$ cat config.mk
export PLATFORM = sky130hd
export DESIGN_NAME = div_unit
export DESIGN_NICKNAME = d
export VERILOG_FILES = /design/src/rtl/div_unit_pkg.sv /design/src/rtl/div_step.sv /design/src/rtl/div_unit.sv
export SDC_FILE = /design/constraint.sdc
export NUM_CORES = 1
export LEC_CHECK = 0
export ABC_AREA = 1
export BUFFER_PORTS_ARGS = -buffer_cell sky130_fd_sc_hd__buf_2
export CAP_MARGIN = 10
export CORE_AREA = 8 8 199 163
export CTS_BUF_LIST = sky130_fd_sc_hd__clkbuf_8
export CTS_CLUSTER_DIAMETER = 100
export DETAILED_ROUTE_END_ITERATION = 8
export DIE_AREA = 0 0 207 171
export GPL_TIMING_DRIVEN = 0
export HOLD_SLACK_MARGIN = 0.02
export PLACE_DENSITY = 0.65
export SYNTH_ARGS = -nofsm -noshare
export SYNTH_HDL_FRONTEND = slang
export SYNTH_SLANG_ARGS = --single-unit
$ cat constraint.sdc
create_clock -name clk -period 5.8 [get_ports clk]
set_input_delay 0.87 -clock clk [delete_from_list [all_inputs] [get_ports clk]]
set_output_delay 0.87 -clock clk [all_outputs]
set_load 0.02 [all_outputs]
$ cat src/rtl/div_unit_pkg.sv
// Shared encodings for the execute-stage divider.
// Holds state codes, ready flags and start/stop constants.
// No logic; imported by div_unit and div_step.
package div_unit_pkg;

    typedef enum logic [1:0] {
        DIV_IDLE   = 2'b00,
        DIV_BYZERO = 2'b01,
        DIV_ON     = 2'b10,
        DIV_END    = 2'b11
    } div_state_e;

    localparam logic DivResultReady    = 1'b1;
    localparam logic DivResultNotReady = 1'b0;
    localparam logic DivStart          = 1'b1;
    localparam logic DivStop           = 1'b0;

endpackage

$ cat src/rtl/div_step.sv
// One restoring-division iteration: trial-subtract divisor from shifted partial remainder.
// Latency: purely combinational.
// Backpressure: none; the caller decides when to register the outputs.
module div_step
    import div_unit_pkg::*;
#(
    parameter int WIDTH = 32
) (
    input  logic [WIDTH:0]   partial_i,
    input  logic [WIDTH-1:0] divisor_i,
    output logic [WIDTH-1:0] rem_o,
    output logic             qbit_o
);

    logic [WIDTH+1:0] diff;

    // Extra top bit of diff is the borrow; a borrow means the divisor did not fit.
    always_comb begin
        diff = {1'b0, partial_i} - {2'b00, divisor_i};
        if (diff[WIDTH+1]) begin
            rem_o  = partial_i[WIDTH-1:0];
            qbit_o = 1'b0;
        end else begin
            rem_o  = diff[WIDTH-1:0];
            qbit_o = 1'b1;
        end
    end

endmodule

$ cat src/rtl/div_unit.sv
// Multi-cycle restoring divider (signed/unsigned) returning {remainder, quotient}.
// Latency: ready_o WIDTH+1 clocks after start is sampled; 2 for divide-by-zero.
// Backpressure: result held while start_i stays high; optional DIV_EARLY_EXIT_EN shortcut.
module div_unit
    import div_unit_pkg::*;
#(
    parameter int WIDTH = 32
) (
    input  logic                 clk,
    input  logic                 rst,
    input  logic                 start_i,
    input  logic                 annul_i,
    input  logic                 signed_div_i,
    input  logic [WIDTH-1:0]     opdata1_i,
    input  logic [WIDTH-1:0]     opdata2_i,
    output logic [2*WIDTH-1:0]   result_o,
    output logic                 ready_o,
    output logic                 busy_o,
    output logic                 divzero_o
);

    localparam int CNT_W = $clog2(WIDTH) + 1;

    div_state_e         state_q, state_d;
    logic [CNT_W-1:0]   cnt_q, cnt_d;
    logic [WIDTH-1:0]   rem_q, rem_d;
    logic [WIDTH-1:0]   dvd_q, dvd_d;
    logic [WIDTH-1:0]   dsr_q, dsr_d;
    logic               quo_neg_q, quo_neg_d;
    logic               rem_neg_q, rem_neg_d;
    logic               dz_q, dz_d;
    logic [2*WIDTH-1:0] result_q, result_d;
    logic               ready_q, ready_d;
    logic               divzero_q, divzero_d;
    logic               busy_q, busy_d;

    logic [WIDTH-1:0]   op1_abs, op2_abs;
    logic [WIDTH-1:0]   step_rem;
    logic               step_qbit;
    logic [WIDTH-1:0]   quo_last, quo_fix, rem_fix;

    // Magnitudes of the operands; only signed requests with a set MSB are negated.
    always_comb begin
        op1_abs = (signed_div_i && opdata1_i[WIDTH-1]) ? -opdata1_i : opdata1_i;
        op2_abs = (signed_div_i && opdata2_i[WIDTH-1]) ? -opdata2_i : opdata2_i;
    end

    // The dividend MSB shifts into the partial remainder each iteration.
    div_step #(.WIDTH(WIDTH)) u_step (
        .partial_i ({rem_q, dvd_q[WIDTH-1]}),
        .divisor_i (dsr_q),
        .rem_o     (step_rem),
        .qbit_o    (step_qbit)
    );

    // Final iteration result with sign fix-up, loaded straight into result on the last step.
    always_comb begin
        quo_last = {dvd_q[WIDTH-2:0], step_qbit};
        quo_fix  = quo_neg_q ? -quo_last : quo_last;
        rem_fix  = rem_neg_q ? -step_rem : step_rem;
    end

    // Next-state and datapath control; ready/divzero rise on the first clock spent in END.
    always_comb begin
        state_d   = state_q;
        cnt_d     = cnt_q;
        rem_d     = rem_q;
        dvd_d     = dvd_q;
        dsr_d     = dsr_q;
        quo_neg_d = quo_neg_q;
        rem_neg_d = rem_neg_q;
        dz_d      = dz_q;
        result_d  = result_q;
        ready_d   = ready_q;
        divzero_d = divzero_q;

        case (state_q)
            DIV_IDLE: begin
                ready_d   = DivResultNotReady;
                divzero_d = 1'b0;
                if (start_i == DivStart && !annul_i) begin
                    if (opdata2_i == '0) begin
                        dz_d    = 1'b1;
                        state_d = DIV_BYZERO;
                    end
`ifdef DIV_EARLY_EXIT_EN
                    else if (op2_abs > op1_abs) begin
                        dz_d     = 1'b0;
                        result_d = {opdata1_i, {WIDTH{1'b0}}};
                        state_d  = DIV_END;
                    end
`endif
                    else begin
                        rem_d     = '0;
                        dvd_d     = op1_abs;
                        dsr_d     = op2_abs;
                        quo_neg_d = signed_div_i & (opdata1_i[WIDTH-1] ^ opdata2_i[WIDTH-1]);
                        rem_neg_d = signed_div_i & opdata1_i[WIDTH-1];
                        cnt_d     = '0;
                        dz_d      = 1'b0;
                        state_d   = DIV_ON;
                    end
                end
            end
            DIV_BYZERO: begin
                if (annul_i) begin
                    state_d = DIV_IDLE;
                end else begin
                    result_d = '0;
                    state_d  = DIV_END;
                end
            end
            DIV_ON: begin
                if (annul_i) begin
                    state_d = DIV_IDLE;
                end else begin
                    rem_d = step_rem;
                    dvd_d = quo_last;
                    cnt_d = cnt_q + CNT_W'(1);
                    if (cnt_q == CNT_W'(WIDTH - 1)) begin
                        result_d = {rem_fix, quo_fix};
                        state_d  = DIV_END;
                    end
                end
            end
            DIV_END: begin
                if (annul_i || start_i == DivStop) begin
                    ready_d   = DivResultNotReady;
                    divzero_d = 1'b0;
                    state_d   = DIV_IDLE;
                end else begin
                    ready_d   = DivResultReady;
                    divzero_d = dz_q;
                end
            end
            default: state_d = DIV_IDLE;
        endcase

        busy_d = (state_d != DIV_IDLE);
    end

    // State and output registers; synchronous reset wins over everything.
    always_ff @(posedge clk) begin
        if (rst) begin
            state_q   <= DIV_IDLE;
            cnt_q     <= '0;
            rem_q     <= '0;
            dvd_q     <= '0;
            dsr_q     <= '0;
            quo_neg_q <= 1'b0;
            rem_neg_q <= 1'b0;
            dz_q      <= 1'b0;
            result_q  <= '0;
            ready_q   <= DivResultNotReady;
            divzero_q <= 1'b0;
            busy_q    <= 1'b0;
        end else begin
            state_q   <= state_d;
            cnt_q     <= cnt_d;
            rem_q     <= rem_d;
            dvd_q     <= dvd_d;
            dsr_q     <= dsr_d;
            quo_neg_q <= quo_neg_d;
            rem_neg_q <= rem_neg_d;
            dz_q      <= dz_d;
            result_q  <= result_d;
            ready_q   <= ready_d;
            divzero_q <= divzero_d;
            busy_q    <= busy_d;
        end
    end

    assign result_o  = result_q;
    assign ready_o   = ready_q;
    assign busy_o    = busy_q;
    assign divzero_o = divzero_q;

endmodule

==> impl_metrics.tcl <==
set metrics [dict create \
    area_delta_synth_final_pct 12.4 \
    finClkSkew_ns 0.0145 \
    clockBufferDepth 2 \
    wl_per_cell_um 17.4 \
    grt_max_degree 17 \
    arrival_ns 5.13 \
    use_met3_pct 3.44 \
    outcome "finished, final reports clean" \
    busiest_layer "met2" \
    grt_util_all_layers_pct 25.1 \
    ys.warnings.count 0 \
    timing.max_cap.violations 0 \
    dr.pass1.iters 5 \
    synth_cell_type_count 49 \
    r2r_end "result_o[28]" \
    cts_buffers 17 \
    reg2reg_from "dsr_q[22]" \
    grt_pass1_vias 12800 \
    h-tree-depth 4 \
    ant_nets 0 \
    wirelength_um 45700 \
    worst_hold_path_type "flip-flop to flip-flop" \
    cp-start-kind "flip-flop" \
    fin_area_um2 14200 \
    core_um2 29000 \
    relSlewSlack_pct 42.1 \
    reg2reg_depth 24 \
    fmax_ghz 0.210 \
    grt_overflow_total 0 \
    setup_tns_ns 0 \
    die_w_um 207 \
    startpoint "dsr_q[22]" \
    post_cts_resize_count 0 \
    antennaDiodeCount 0 \
    post_cts_buffers 0 \
    synth_seq_cells 174 \
    slew_viol_final 0 \
    post-place-ws_ns 1.16 \
    grt_use_met1_pct 37.4 \
    gp_congestion 0.994 \
    syn_area_um2 12600 \
    layout_setup_ws_ns 1.03 \
    cts_tree "done" \
    power.density_nw_per_um2 215 \
    yosysSeqAreaShare_pct 27.6 \
    avgSynthCellArea_um2 6.04 \
    irDropWorstVdd_mv 0.154 \
    nNetsFinal 2350 \
    cp_max_fo 9 \
    synthCells 2085 \
    postCtsHoldBufs 0 \
    setup_viol 0 \
    min_period_ns 4.77 \
    dieArea_um2 35400 \
    ys_async_sr_fraction_pct 0 \
    clkTransAtPathRegs_ns 0.10 \
    rsz0062_at_grt "false" \
    endpoint "result_o[28]" \
    drcViolationCount 0 \
    cts.sinks 174 \
    io_pins 136 \
    via_per_inst 5.34 \
    drive_above_1_share_pct 10.4 \
    synthFlopType "dfxtp_1" \
    gr-usage-met2_pct 37.8 \
    rrSetupSlack_ns 1.03 \
    fp-row-count 56 \
    dieHeight_um 171 \
    antenna_found_initial 0 \
    start_util_pct 43.4 \
    dpl-instance-area_um2 13700 \
    io_buffers 134 \
    synthesis.nets 2197 \
    finalHoldViolCount 0 \
    worstSetupEndpointType "flip-flop" \
    grt_pass1_wl_um 71100 \
    worstPathRequired_ns 6.16 \
    dp_hpwl_um 37800 \
    layout_worst_path_cycle_share_pct 82.2 \
    num_vias 14000 \
    tightestPinTransition_ns 0.868 \
    drt-initial-drc-count 1437 \
    clock-root-buffer "clkbuf_8" \
    worstSetupPathType "flip-flop to flip-flop" \
    clk_latency_ns 0.48 \
    synth-edff-count 0 \
    p_leak_uw 0.00697 \
]
## synthesized netlist by cell type, types with 2 or more instances
master	instances	area, um2
a31oi_1	4	25.0
or2_2	7	43.8
nor4_1	12	75.1
nor3b_1	2	15.0
clkbuf_1	55	206
or2_1	4	25.0
nor2_1	183	687
inv_2	8	30.0
o21ai_2	2	17.5
o21ai_0	125	626
buf_6	3	33.8
nor2_4	2	22.5
dfxtp_1	174	3480
buf_2	10	50.1
clkinv_1	4	15.0
buf_4	6	45.0
and3_1	2	12.5
nor3_1	30	150
a211oi_1	10	75.1
xnor2_1	23	201
o22ai_1	3	18.8
o21bai_1	7	52.6
xor2_1	47	412
nand3b_1	9	67.6
buf_1	3	11.3
nand2_2	15	93.8
o211ai_1	14	105
nand4_1	25	156
a21oi_1	217	1090
o21ai_1	7	35.0
a21o_1	2	15.0
nand3_2	3	30.0
inv_1	253	950
nand3_1	155	776
nand2_1	598	2240
a21oi_4	2	32.5
nor2_2	6	37.5
ha_1	42	526
## cell usage in the layout (no fill, tap or decap), types with 3 or more instances in the layout
master,synthesis,final
xor2_1,47,47
o21ai_1,7,7
inv_2,8,8
nand3_1,155,155
buf_4,6,6
nand4_1,25,25
or2_2,7,7
nor2_2,6,6
o21bai_1,7,7
nand3_2,3,3
a31oi_1,4,4
nor3_1,30,30
clkbuf_1,55,55
nor4_1,12,12
nand2_2,15,15
clkinv_4,0,3
clkinv_1,4,4
nor2_1,183,183
a211oi_1,10,10
a21oi_1,217,217
dfxtp_1,174,174
clkinv_2,0,4
inv_1,253,253
inv_6,0,4
o22ai_1,3,3
o211ai_1,14,14
ha_1,42,42
bufinv_16,0,3
or2_1,4,4
o21ai_0,125,125
buf_2,10,144
nand2_1,598,598
buf_6,3,3
buf_1,3,3
nand3b_1,9,9
clkbuf_8,0,17
xnor2_1,23,23
## cell type report
class                   instances  area, um2
flip-flops and latches        174       3480
plain buffers                  77        347
fillers                      3143      14800
well taps                     377        472
multi-input cells            1569       7780
clock buffers                  17        234
inverters                     265        995
clock inverters                15        183
repair buffers                134        671
## flip-flops by register name, summed over array words and instances, names as in the netlist
name	count
result_o	64
dsr_q	32
dvd_q	32
rem_q	32
cnt_q	6
state_q	2
busy_o	1
divzero_o	1
dz_q	1
quo_neg_q	1
ready_o	1
rem_neg_q	1
## per-stage QoR
step | power, uW | util, % | hold slack (ns) | instances
after floorplan | 1870 | - | 0.430 | 2085
after global placement | 2120 | 47.4 | 0.448 | 2596
after detailed placement | 2130 | 47.4 | 0.453 | 2596
after CTS | 3040 | 48.8 | 0.467 | 2628
after global routing | 3210 | 48.8 | 0.480 | 2628
final | 3050 | 48.8 | 0.465 | 2628
## worst min-delay path by stage
stage / from / end / slack [ns] / cells past startpoint
3_3_place_gp: divzero_o / divzero_o / 0.45 / 2
2_1_floorplan: dsr_q[11] / dsr_q[11] / 0.43 / 2
4_1_cts: result_o[61] / result_o[61] / 0.47 / 2
6_report: result_o[61] / result_o[61] / 0.47 / 2
3_5_place_dp: result_o[61] / result_o[61] / 0.45 / 2
5_1_grt: result_o[61] / result_o[61] / 0.48 / 2
## cell families after synthesis
family | Yosys count | share of synthesized area [%]
buf+inv | 342 | 10.6
fa+ha+maj | 43 | 4.33
simple gates | 1058 | 35.6
flops | 174 | 27.6
xor+xnor | 70 | 4.86
compound gates | 398 | 16.9
## where the power goes
group          switching (uW)  internal (uW)
logic                     586            256
clock network             494            433
registers                42.8           1240
total                    1120           1930
## critical path, stage by stage, from the launching register on
cell and delay [ns]:
dfxtp_1 0.31, inv_1 0.21, ha_1 0.34, a21oi_1 0.24, o21ai_1 0.11, clkinv_1 0.05
nand2_1 0.09, a21oi_4 0.34, nand2_8 0.12, inv_2 0.23, ha_1 0.20, inv_1 0.05
nor3_1 0.35, nand3_1 0.16, nor3_1 0.27, nand2_1 0.15, nor2_1 0.17, and3_1 0.20
nand3_1 0.10, nor2_1 0.18, nand3_1 0.17, o21ai_0 0.23, a21oi_1 0.09, o21ai_0 0.16
a21oi_1 0.11
## per-layer routing
metal	up-vias	part of all wire, %
met4	0	1.5
met3	50	7.1
met5	-	0
met1	6440	50
li1	7049	-
met2	488	41
Power figures use the tool's default switching activity.
